[src/rtl/alu_mux_bank.sv]
// Per-lane 2:1 and 4:1 gate-level mux bank with enable-gated output registers.
// Define ALU_MUX_GATE_DELAY_EN to give every gate primitive a #5 (50 ps) delay.
`timescale 10ps/1ps

module alu_mux2 (
  input  logic d0,
  input  logic d1,
  input  logic sel,
  output logic y
);
  logic sel_n;
  logic t0;
  logic t1;

`ifdef ALU_MUX_GATE_DELAY_EN
  not #5 g_inv (sel_n, sel);
  and #5 g_a0  (t0, d0, sel_n);
  and #5 g_a1  (t1, d1, sel);
  or  #5 g_or  (y, t0, t1);
`else
  not g_inv (sel_n, sel);
  and g_a0  (t0, d0, sel_n);
  and g_a1  (t1, d1, sel);
  or  g_or  (y, t0, t1);
`endif
endmodule

module alu_mux4 (
  input  logic [3:0] d,
  input  logic [1:0] sel,
  output logic       y
);
  logic lo;
  logic hi;

  // Two-level tree: sel[0] picks within {0,1} and {2,3}, sel[1] picks the pair.
  alu_mux2 u_lo  (.d0(d[0]), .d1(d[1]), .sel(sel[0]), .y(lo));
  alu_mux2 u_hi  (.d0(d[2]), .d1(d[3]), .sel(sel[0]), .y(hi));
  alu_mux2 u_top (.d0(lo),   .d1(hi),   .sel(sel[1]), .y(y));
endmodule

module alu_mux_bank #(
  parameter int unsigned WIDTH = 64
) (
  input  logic                 clk,
  input  logic                 reset,
  input  logic                 en,
  input  logic [2*WIDTH-1:0]   in2,
  input  logic                 sel2,
  input  logic [4*WIDTH-1:0]   in4,
  input  logic [1:0]           sel4,
  output logic [WIDTH-1:0]     out2_c,
  output logic [WIDTH-1:0]     out4_c,
  output logic [WIDTH-1:0]     out2,
  output logic [WIDTH-1:0]     out4
);
  logic [WIDTH-1:0] out2_q;
  logic [WIDTH-1:0] out2_d;
  logic [WIDTH-1:0] out4_q;
  logic [WIDTH-1:0] out4_d;

  for (genvar i = 0; i < WIDTH; i++) begin : g_lane
    alu_mux2 u_m2 (
      .d0  (in2[2*i]),
      .d1  (in2[2*i+1]),
      .sel (sel2),
      .y   (out2_c[i])
    );
    alu_mux4 u_m4 (
      .d   (in4[4*i +: 4]),
      .sel (sel4),
      .y   (out4_c[i])
    );
  end

  always_comb begin
    out2_d = out2_q;
    out4_d = out4_q;
    if (en) begin
      out2_d = out2_c;
      out4_d = out4_c;
    end
  end

  always_ff @(posedge clk or posedge reset) begin
    if (reset) begin
      out2_q <= '0;
      out4_q <= '0;
    end else begin
      out2_q <= out2_d;
      out4_q <= out4_d;
    end
  end

  assign out2 = out2_q;
  assign out4 = out4_q;
endmodule

[config.mk]
export PLATFORM = sky130hd
export DESIGN_NAME = alu_mux_bank
export DESIGN_NICKNAME = d
export VERILOG_FILES = /design/src/rtl/alu_mux_bank.sv
export SDC_FILE = /design/constraint.sdc
export NUM_CORES = 1
export LEC_CHECK = 0
export CAP_MARGIN = 0
export CORE_AREA = 2 2 249 251
export CTS_CLUSTER_DIAMETER = 60
export DETAILED_ROUTE_END_ITERATION = 6
export DIE_AREA = 0 0 251 253
export DONT_BUFFER_PORTS = 1
export GPL_ROUTABILITY_DRIVEN = 0
export PLACE_DENSITY_LB_ADDON = 0.3
export SYNTH_ARGS = -nofsm -noshare
export SYNTH_HDL_FRONTEND = slang
export SYNTH_SLANG_ARGS = --single-unit
[constraint.sdc]
create_clock -name clk -period 9.15 [get_ports clk]
set_input_delay 0.4575 -clock clk [delete_from_list [all_inputs] [get_ports clk]]
set_output_delay 0.4575 -clock clk [all_outputs]
set_load 0.02 [all_outputs]
==> results of run 1 <==
[routing by layer]
layer / part of all wire [%] / GRT usage [%] / vias up
met5: 0 / 0 / -
met4: 4.3 / 5.867 / 0
met3: 11 / 4.379 / 48
met2: 49 / 15.32 / 373
met1: 36 / 9.462 / 2718
li1: - / - / 2354
[area by class of cell]
type                       instances  area, um2
timing repair buffer               7      55.05
clock inverter                    15      148.9
fill                            6732      51380
multi-input combinational        450       4800
inverter                           1      8.758
tap                              790      988.4
clock buffer                      17      425.4
antenna                            6      15.01
sequential                       128       3203
[power groups by stage]
| stage | combinational (mW) | clock, mW | sequential, mW |
|---|---|---|---|
| after floorplan | 0.397 | 0 | 0.773 |
| after global placement | 0.337 | 0 | 0.810 |
| after detailed placement | 0.341 | 0 | 0.806 |
| after CTS | 0.341 | 0.741 | 0.798 |
| after global routing | 0.358 | 0.760 | 0.805 |
| final | 0.334 | 0.695 | 0.796 |
[cells in the final DEF, fill, tap and decap left out, drive strengths merged]
cell,synthesis,final
clkbuf,11,17
dfrtp,128,128
mux2i,192,192
clkinvlp,0,4
diode,0,6
buf,172,6
mux2,128,128
dlygate4sd3,0,1
inv,1,8
bufinv,0,1
o221ai,64,64
nand2b,65,65
nand2,1,1
clkinv,0,3
[state kept, by name (all words and copies together) (netlist names)]
signal	flops
out4	64
out2	64
[worst paths after layout]
path                       slack (ns)    endpoint     start
max                              7.09  out4_c[40]   sel4[0]
max reg2reg                      8.14    out4[43]  out4[43]
min                              0.21    out4[24]        en
min in group asynchronous        0.43    out2[61]     reset
max in group asynchronous        7.64    out4[11]     reset
min reg2reg                      0.64    out4[14]  out4[14]
[stage by stage]
stage | setup slack (ns) | instance area [um2] | power [mW] | util, % | std cells
after floorplan | 5.280 | 9345 | 1.169 | - | 762
after global placement | 7.110 | 9045 | 1.147 | 14.82 | 1375
after detailed placement | 7.141 | 9045 | 1.147 | 14.82 | 1375
after CTS | 7.141 | 9629 | 1.879 | 15.78 | 1408
after global routing | 7.157 | 9644 | 1.923 | 15.80 | 1414
final | 7.093 | 9644 | 1.825 | 15.80 | 1414
[repair_timing]
item                                   CTS  global route
hold buffers                             1             0
setup buffers                            0             0
setup endpoints to repair                0             0
endpoints found under the hold margin   25             0
gates resized for setup                  0             0
[kinds of logic after synthesis]
group                  after synthesis  synth area share [%]
and+or+nand+nor                     66                 4.391
muxes                              320                 40.81
buffers and inverters              184                 14.53
AOI/OAI and AO/OA                   64                 5.998
DFF                                128                 34.27
==> flow_summary.ini, run 1 <==
[outcome]
status = completed

[global_route]
grt_usage_pct = 9.268
grt_max_degree = 131
grt_pass1_vias = 5722
grt_first_pass_wirelength_um = 41420
grt_overflow = 0
antenna_found_initial = 6

[worst_setup_path]
startpoint_type = primary input
r2r_cells = 2
critPathCaptureType = primary output
path_buf_inv = 0
critPathKind = primary input to primary output
crit_slowest_cell = mux2i_1
cp_common_cell = mux2i_1
critical-path-top-delay-family = multiplexers
worstPathRequired_ns = 8.69
path_max_fanout = 128
cp_num_cells = 2
cp_data_arrival_time_ns = 1.60
cp_cell_sequence = mux2i_1, mux2i_1
slowest_delay_ns = 0.67

[final_layout]
drive_above_1_share_pct = 27.35
final_nets = 995
syn2layout_area_growth_pct = 3.200

[place]
io_buffers = 0
dp_hpwl_um = 23370

[floorplan]
num_rows = 91
die_h_um = 253
start_util_pct = 15.31
die_w_um = 251
die_area_mm2 = 0.06350
fp.coreArea_mm2 = 0.06103
num_io_pins = 646

[timing]
skew_ns = 0
slew_headroom_pct = 40.12
hold_ws_ns = 0.2064
setup_tns_ns = 0
tightest_slew_ns = 0.8981
rsz0062_at_grt = no
fin_crit_sh_pct = 22.48
fmax_mhz = 486.2
setup_viol = 0
period_needed_ns = 2.057
drv_slew = 0
final_hold_viol_count = 0

[yosys]
synth_cells = 762
synth_area_mm2 = 0.009345
synth-seq-cells = 128
yosysUniqueCellTypes = 13
syn_avg_cell_area_um2 = 12.26
ys.flop_type = dfrtp_1
synth_fp_nets = 1152
ys_warn_count = 0
synth_async_sr_flop_share_pct = 100.0
synth_area_leader_cell = dfrtp_1
synth_top_cell_area_share_pct = 34.28
synth-edff-count = 0
synth.most_common_cell = mux2i_1
seq_area_frac_synth_pct = 34.28
yosys-top-cells-count = mux2i_1 (192), buf_4 (142), dfrtp_1 (128)
synth_area_leaders = dfrtp_1 (34%), mux2i_1 (21%), mux2_4 (19%)

[power_and_ir_drop]
leakagePower_nw = 4.262
combPwrFrac_pct = 18.3
p_seq_share_pct = 43.6
switching_share_pct = 35.71
power.density_mw_per_mm2 = 189.2
internal-power_mw = 1.173
p_sw_mw = 0.6516
pwr-share-clk_pct = 38.1
vdd_drop_max_mv = 0.1214

[clocking]
clkLatencyLatePin_ns = 0.47
clock-sinks = 128
cts_tree = yes
root_buffer = clkbuf_16
cts_buffers = 17
clk_pin_slew_ns = 0.07
h-tree-depth = 4
clockBufferDepth = 2

[route]
wirelength_um = 31040
postRouteAntennaNets = 0
drtIter0Drc = 241
routed_via_density = 3.885
vias = 5493
drc = 0
avgRoutedWirePerCell_um = 21.95
drtPass1Iterations = 4

[worst_hold_path]
holdPathStages = 2
hold_class = primary input to register

[job]
drv_cap = 0
Note: power is estimated with default switching activity, not from simulation.
==> inputs of run 2 (changes only) <==
- ABC_AREA: unset -> 1
- CORE_AREA: 2 2 249 251 -> 2 2 252 254
- DIE_AREA: 0 0 251 253 -> 0 0 254 256
- clock period: 9.15 -> 1.8 ns (I/O delays scaled with it)
==> flow_summary.ini, run 2 <==
[timing]
rsz0062_at_grt = no
fmax_mhz = 555.3
setup_viol = 1
slew_headroom_pct = 48.71
period_needed_ns = 1.801
drv_slew = 0
fin_ws_ns = -0.0008817
tightest_slew_ns = 0.7612
final_hold_viol_count = 0
skew_ns = 0
fin_crit_sh_pct = 100.0
hold_ws_ns = 0.04404

[global_route]
antenna_found_initial = 9
grt_first_pass_wirelength_um = 58820
grt_pass1_vias = 9513
grt_max_degree = 130
grt_usage_pct = 12.37
grt_overflow = 0

[clocking]
h-tree-depth = 4
clock-sinks = 128
clk_pin_slew_ns = 0.06
clockBufferDepth = 2
cts_buffers = 17
root_buffer = clkbuf_16
cts_tree = yes
clkLatencyLatePin_ns = 0.45

[outcome]
status = finished, violations left
violations = negative setup slack

[floorplan]
die_w_um = 254
die_area_mm2 = 0.06502
start_util_pct = 14.47
die_h_um = 256
num_rows = 92
num_io_pins = 646
fp.coreArea_mm2 = 0.06239

[yosys]
syn_avg_cell_area_um2 = 6.604
synth_area_leader_cell = dfrtp_1
yosysUniqueCellTypes = 14
synth_async_sr_flop_share_pct = 100.0
synth_area_leaders = dfrtp_1 (35%), nand2_1 (27%), buf_4 (12%)
synth_top_cell_area_share_pct = 35.48
synth-edff-count = 0
seq_area_frac_synth_pct = 35.48
ys.flop_type = dfrtp_1
ys_warn_count = 0
synth_area_mm2 = 0.009027
synth.most_common_cell = nand2_1
yosys-top-cells-count = nand2_1 (640), nand3_1 (192), buf_4 (147)
synth_fp_nets = 1757
synth_cells = 1367
synth-seq-cells = 128

[job]
drv_cap = 0

[route]
avgRoutedWirePerCell_um = 17.72
drc = 0
drtIter0Drc = 701
vias = 9425
routed_via_density = 4.024
drtPass1Iterations = 5
postRouteAntennaNets = 0
wirelength_um = 41500

[final_layout]
mostFrequentLayoutCells = nand2_1 (640), dlygate4sd3_1 (259), nand3_1 (192)
fill_cells = 6975
final_nets = 1871
seq_area_mm2 = 0.003203
fin_cells = 2342
multi_input_area_mm2 = 0.004160
layout_commonest_cell = nand2_1
drive_above_1_share_pct = 6.827
syn2layout_area_growth_pct = 37.59

[worst_setup_path]
cp_cell_sequence = inv_8, buf_16, nand2_1, nand3_1, dlygate4sd3_1, nand3_1, dlygate4sd3_1, nand2_1
startpoint_type = primary input
slowest_delay_ns = 0.61
crit_slowest_cell = dlygate4sd3_1
cp_data_arrival_time_ns = 2.19
r2r-start = out4[38]
path_max_fanout = 129
r2r_cells = 2
critPathCaptureType = register
critPathKind = primary input to register
rrSetupSlack_ns = 0.92
worstPathRequired_ns = 2.19
rr_endpoint = out4[38]

[power_and_ir_drop]
total_power_mw = 10.09
power.density_mw_per_mm2 = 812.7
vdd_drop_max_mv = 0.6702
leakagePower_nw = 5.705

[worst_hold_path]
holdPathEnd = out4[29]
hold_class = primary input to register
holdPathStages = 4
hp-start = in4[116]

[place]
dp.cells = 2044
io_buffers = 0
dp_hpwl_um = 28110
[run 2: cell types whose count changed after synthesis, sizes merged, moves of 65 or more]
cell,change
nand2,+639
nand3,+192
mux2i,-192
mux2,-128
inv,+67
nand2b,-65
[run 2: worst max-delay path by stage]
stage | slack [ns] | to | from | depth (start not counted)
after CTS | 0.04 | out4_c[35] | in4[143] | 5
after global placement | 0.47 | out4_c[51] | sel4[0] | 5
after floorplan | 0.13 | out2[0] | reset | 1
after detailed placement | 0.46 | out4_c[0] | sel4[0] | 5
final | -0.0009 | out4[14] | sel4[0] | 8
after global routing | 0.003 | out4[9] | in4[36] | 7
[run 2: cell families (layout without fill, tap and decap cells)]
family | Yosys count | in the layout | synth area share, %
other cells | 0 | 2 | 0
flops | 128 | 128 | 35.48
compound gates | 64 | 64 | 4.380
simple gates | 896 | 896 | 41.69
buf+inv | 279 | 406 | 18.45
[run 2: layout make-up]
cell class                 instances  share of cell area (%)
antenna                            2                 0.04029
clock inverter                    15                   1.582
timing repair buffer             306                   24.98
inverter                          68                   2.166
multi-input combinational        960                   33.49
tap                              846                   8.522
clock buffer                      17                   3.425
sequential                       128                   25.79
[run 2: power breakdown]
| group | leakage, nW | switching [mW] | internal, mW |
|---|---|---|---|
| logic | 3.84 | 1.34 | 0.993 |
| clock network | 0.301 | 1.63 | 2.23 |
| registers | 1.57 | 0.713 | 3.19 |
| total | 5.71 | 3.68 | 6.41 |
[run 2: layer usage]
layer  track usage, %  vias up  routed length, um
li1                 -     4363                  -
met1            12.28     4400              14890
met2            21.62      555              20250
met3            5.634       93               4558
met4            6.193       14               1697
met5                0        -                104
[run 2: stage by stage]
stage | util (%) | instance area, um2 | setup TNS, ns | setup slack [ns]
2_1_floorplan | - | 9031 | 0 | 0.1288
3_5_place_dp | 14.57 | 9087 | 0 | 0.4589
6_report | 19.91 | 12420 | -0.0008817 | -0.0008817
4_1_cts | 19.93 | 12440 | 0 | 0.03801
5_1_grt | 19.91 | 12420 | 0 | 0.003031
3_3_place_gp | 14.57 | 9087 | 0 | 0.4677
[run 2: critical path, delay by kind of cell]
family	cells	cell delay (ns)
and+or+nand+nor	4	0.36
buffers and inverters	4	1.59
[run 2: repair_timing]
item / 4_1_cts / 5_1_grt
setup buffers: 0 / 0
hold endpoints to repair: 256 / 0
hold buffers: 268 / 0
resized for setup: 0 / 7
endpoints found under the setup margin: 0 / 33
==> inputs of run 3 (changes only) <==
- PLACE_DENSITY_LB_ADDON: 0.3 -> unset
- SKIP_CTS_REPAIR_TIMING: unset -> 1
==> flow_summary.ini, run 3 (synthesis results as in run 2) <==
[timing]
hold_ws_ns = -0.01177
slew_headroom_pct = 38.15
final_hold_viol_count = 2
fmax_mhz = 533.5
drv_slew = 0
fin_crit_sh_pct = 104.1
period_needed_ns = 1.874
setup_tns_ns = -0.2597
skew_ns = 0
setup_viol = 10
tightest_slew_ns = 0.9180
fin_ws_ns = -0.07439

[worst_hold_path]
hold_class = primary input to register

[global_route]
grt_pass1_vias = 7775
grt_first_pass_wirelength_um = 52340
antenna_found_initial = 9
grt_max_degree = 130
grt_overflow = 0
grt_usage_pct = 11.23

[route]
avgRoutedWirePerCell_um = 18.54
vias = 9534
postRouteAntennaNets = 0
drtPass1Iterations = 6
routed_via_density = 4.111
drc = 0
drtIter0Drc = 928
wirelength_um = 43000

[final_layout]
multi_input_area_mm2 = 0.004159
mostFrequentLayoutCells = nand2_1 (640), dlygate4sd3_1 (222), nand3_1 (192)
syn2layout_area_growth_pct = 34.03
seq_area_mm2 = 0.003203
final_nets = 1844
fill_cells = 6957
drive_above_1_share_pct = 7.703
layout_commonest_cell = nand2_1

[floorplan]
die_w_um = 254
start_util_pct = 14.47
die_area_mm2 = 0.06502
fp.coreArea_mm2 = 0.06239
die_h_um = 256
num_io_pins = 646
num_rows = 92

[worst_setup_path]
critPathKind = primary input to register
crit_slowest_cell = dlygate4sd3_1
critPathCapture = out4[29]
r2r-start = out4[53]
startpoint_type = primary input
slowest_delay_ns = 0.59
worstPathRequired_ns = 2.20
crit_path_start = sel4[0]
path_max_fanout = 129
critPathCaptureType = register
cp_data_arrival_time_ns = 2.27
cp_cell_sequence = inv_4, buf_12, buf_12, nand2_1, nand3_1, dlygate4sd3_1, nand3_1, dlygate4sd3_1, nand2_1
rrSetupSlack_ns = 0.49
rr_endpoint = out4[53]
r2r_cells = 3

[job]
drv_cap = 0

[clocking]
clk_pin_slew_ns = 0.06
clock-sinks = 128
cts_buffers = 17
cts_tree = yes
clkLatencyLatePin_ns = 0.45
clockBufferDepth = 2
h-tree-depth = 4
root_buffer = clkbuf_16

[outcome]
violations = negative hold slack, negative setup slack
status = finished, violations left

[place]
io_buffers = 0
dp_hpwl_um = 27870

[power_and_ir_drop]
total_power_mw = 9.856
vdd_drop_max_mv = 0.6897
power.density_mw_per_mm2 = 814.6
leakagePower_nw = 5.596
## run 3: worst max-delay path: cells and delay by family
family,cells,cell delay [ns]
buffers and inverters,5,1.80
AND/OR/NAND/NOR,4,0.28
## run 3: final cells by class
class                   instances  share of cell area [%]
repair buffers                279                   23.16
clock inverters                14                   1.293
diodes                          6                  0.1241
well taps                     846                   8.749
inverters                      68                   2.192
flip-flops and latches        128                   26.47
clock buffers                  18                   3.630
multi-input cells             960                   34.37
## run 3: metrics by stage
stage / cell area (um2) / instances / setup WS, ns / utilization (%)
4_1_cts: 9787 / 2088 / 0.4328 / 15.69
5_1_grt: 12100 / 2319 / -0.05821 / 19.39
3_3_place_gp: 9191 / 2056 / 0.4621 / 14.73
6_report: 12100 / 2319 / -0.07439 / 19.39
3_5_place_dp: 9191 / 2056 / 0.4340 / 14.73
2_1_floorplan: 9031 / 1367 / 0.1288 / -
## run 3: worst min path at each step
stage	from	to	depth (start not counted)
floorplan	in2[81]	out2[40]	4
global placement	reset	out2[22]	1
detailed placement	reset	out2[22]	1
CTS	reset	out2[22]	1
global route	in4[124]	out4[31]	4
finish	in4[20]	out4[5]	4
## run 3: metal layers
layer / wire length, um / global-route usage, % / up-vias / part of all wire [%]
li1: - / - / 4319 / -
met1: 15810 / 12.03 / 4460 / 37
met2: 20570 / 18.25 / 652 / 48
met3: 4466 / 4.210 / 99 / 10
met4: 2129 / 7.794 / 4 / 5.0
met5: 20 / 0 / - / 0.047
## run 3: power by group
group | switching, mW | internal [mW] | leakage, nW
clock network | 1.57 | 2.09 | 0.280
logic | 1.36 | 0.942 | 3.75
registers | 0.695 | 3.19 | 1.57
total | 3.63 | 6.23 | 5.60
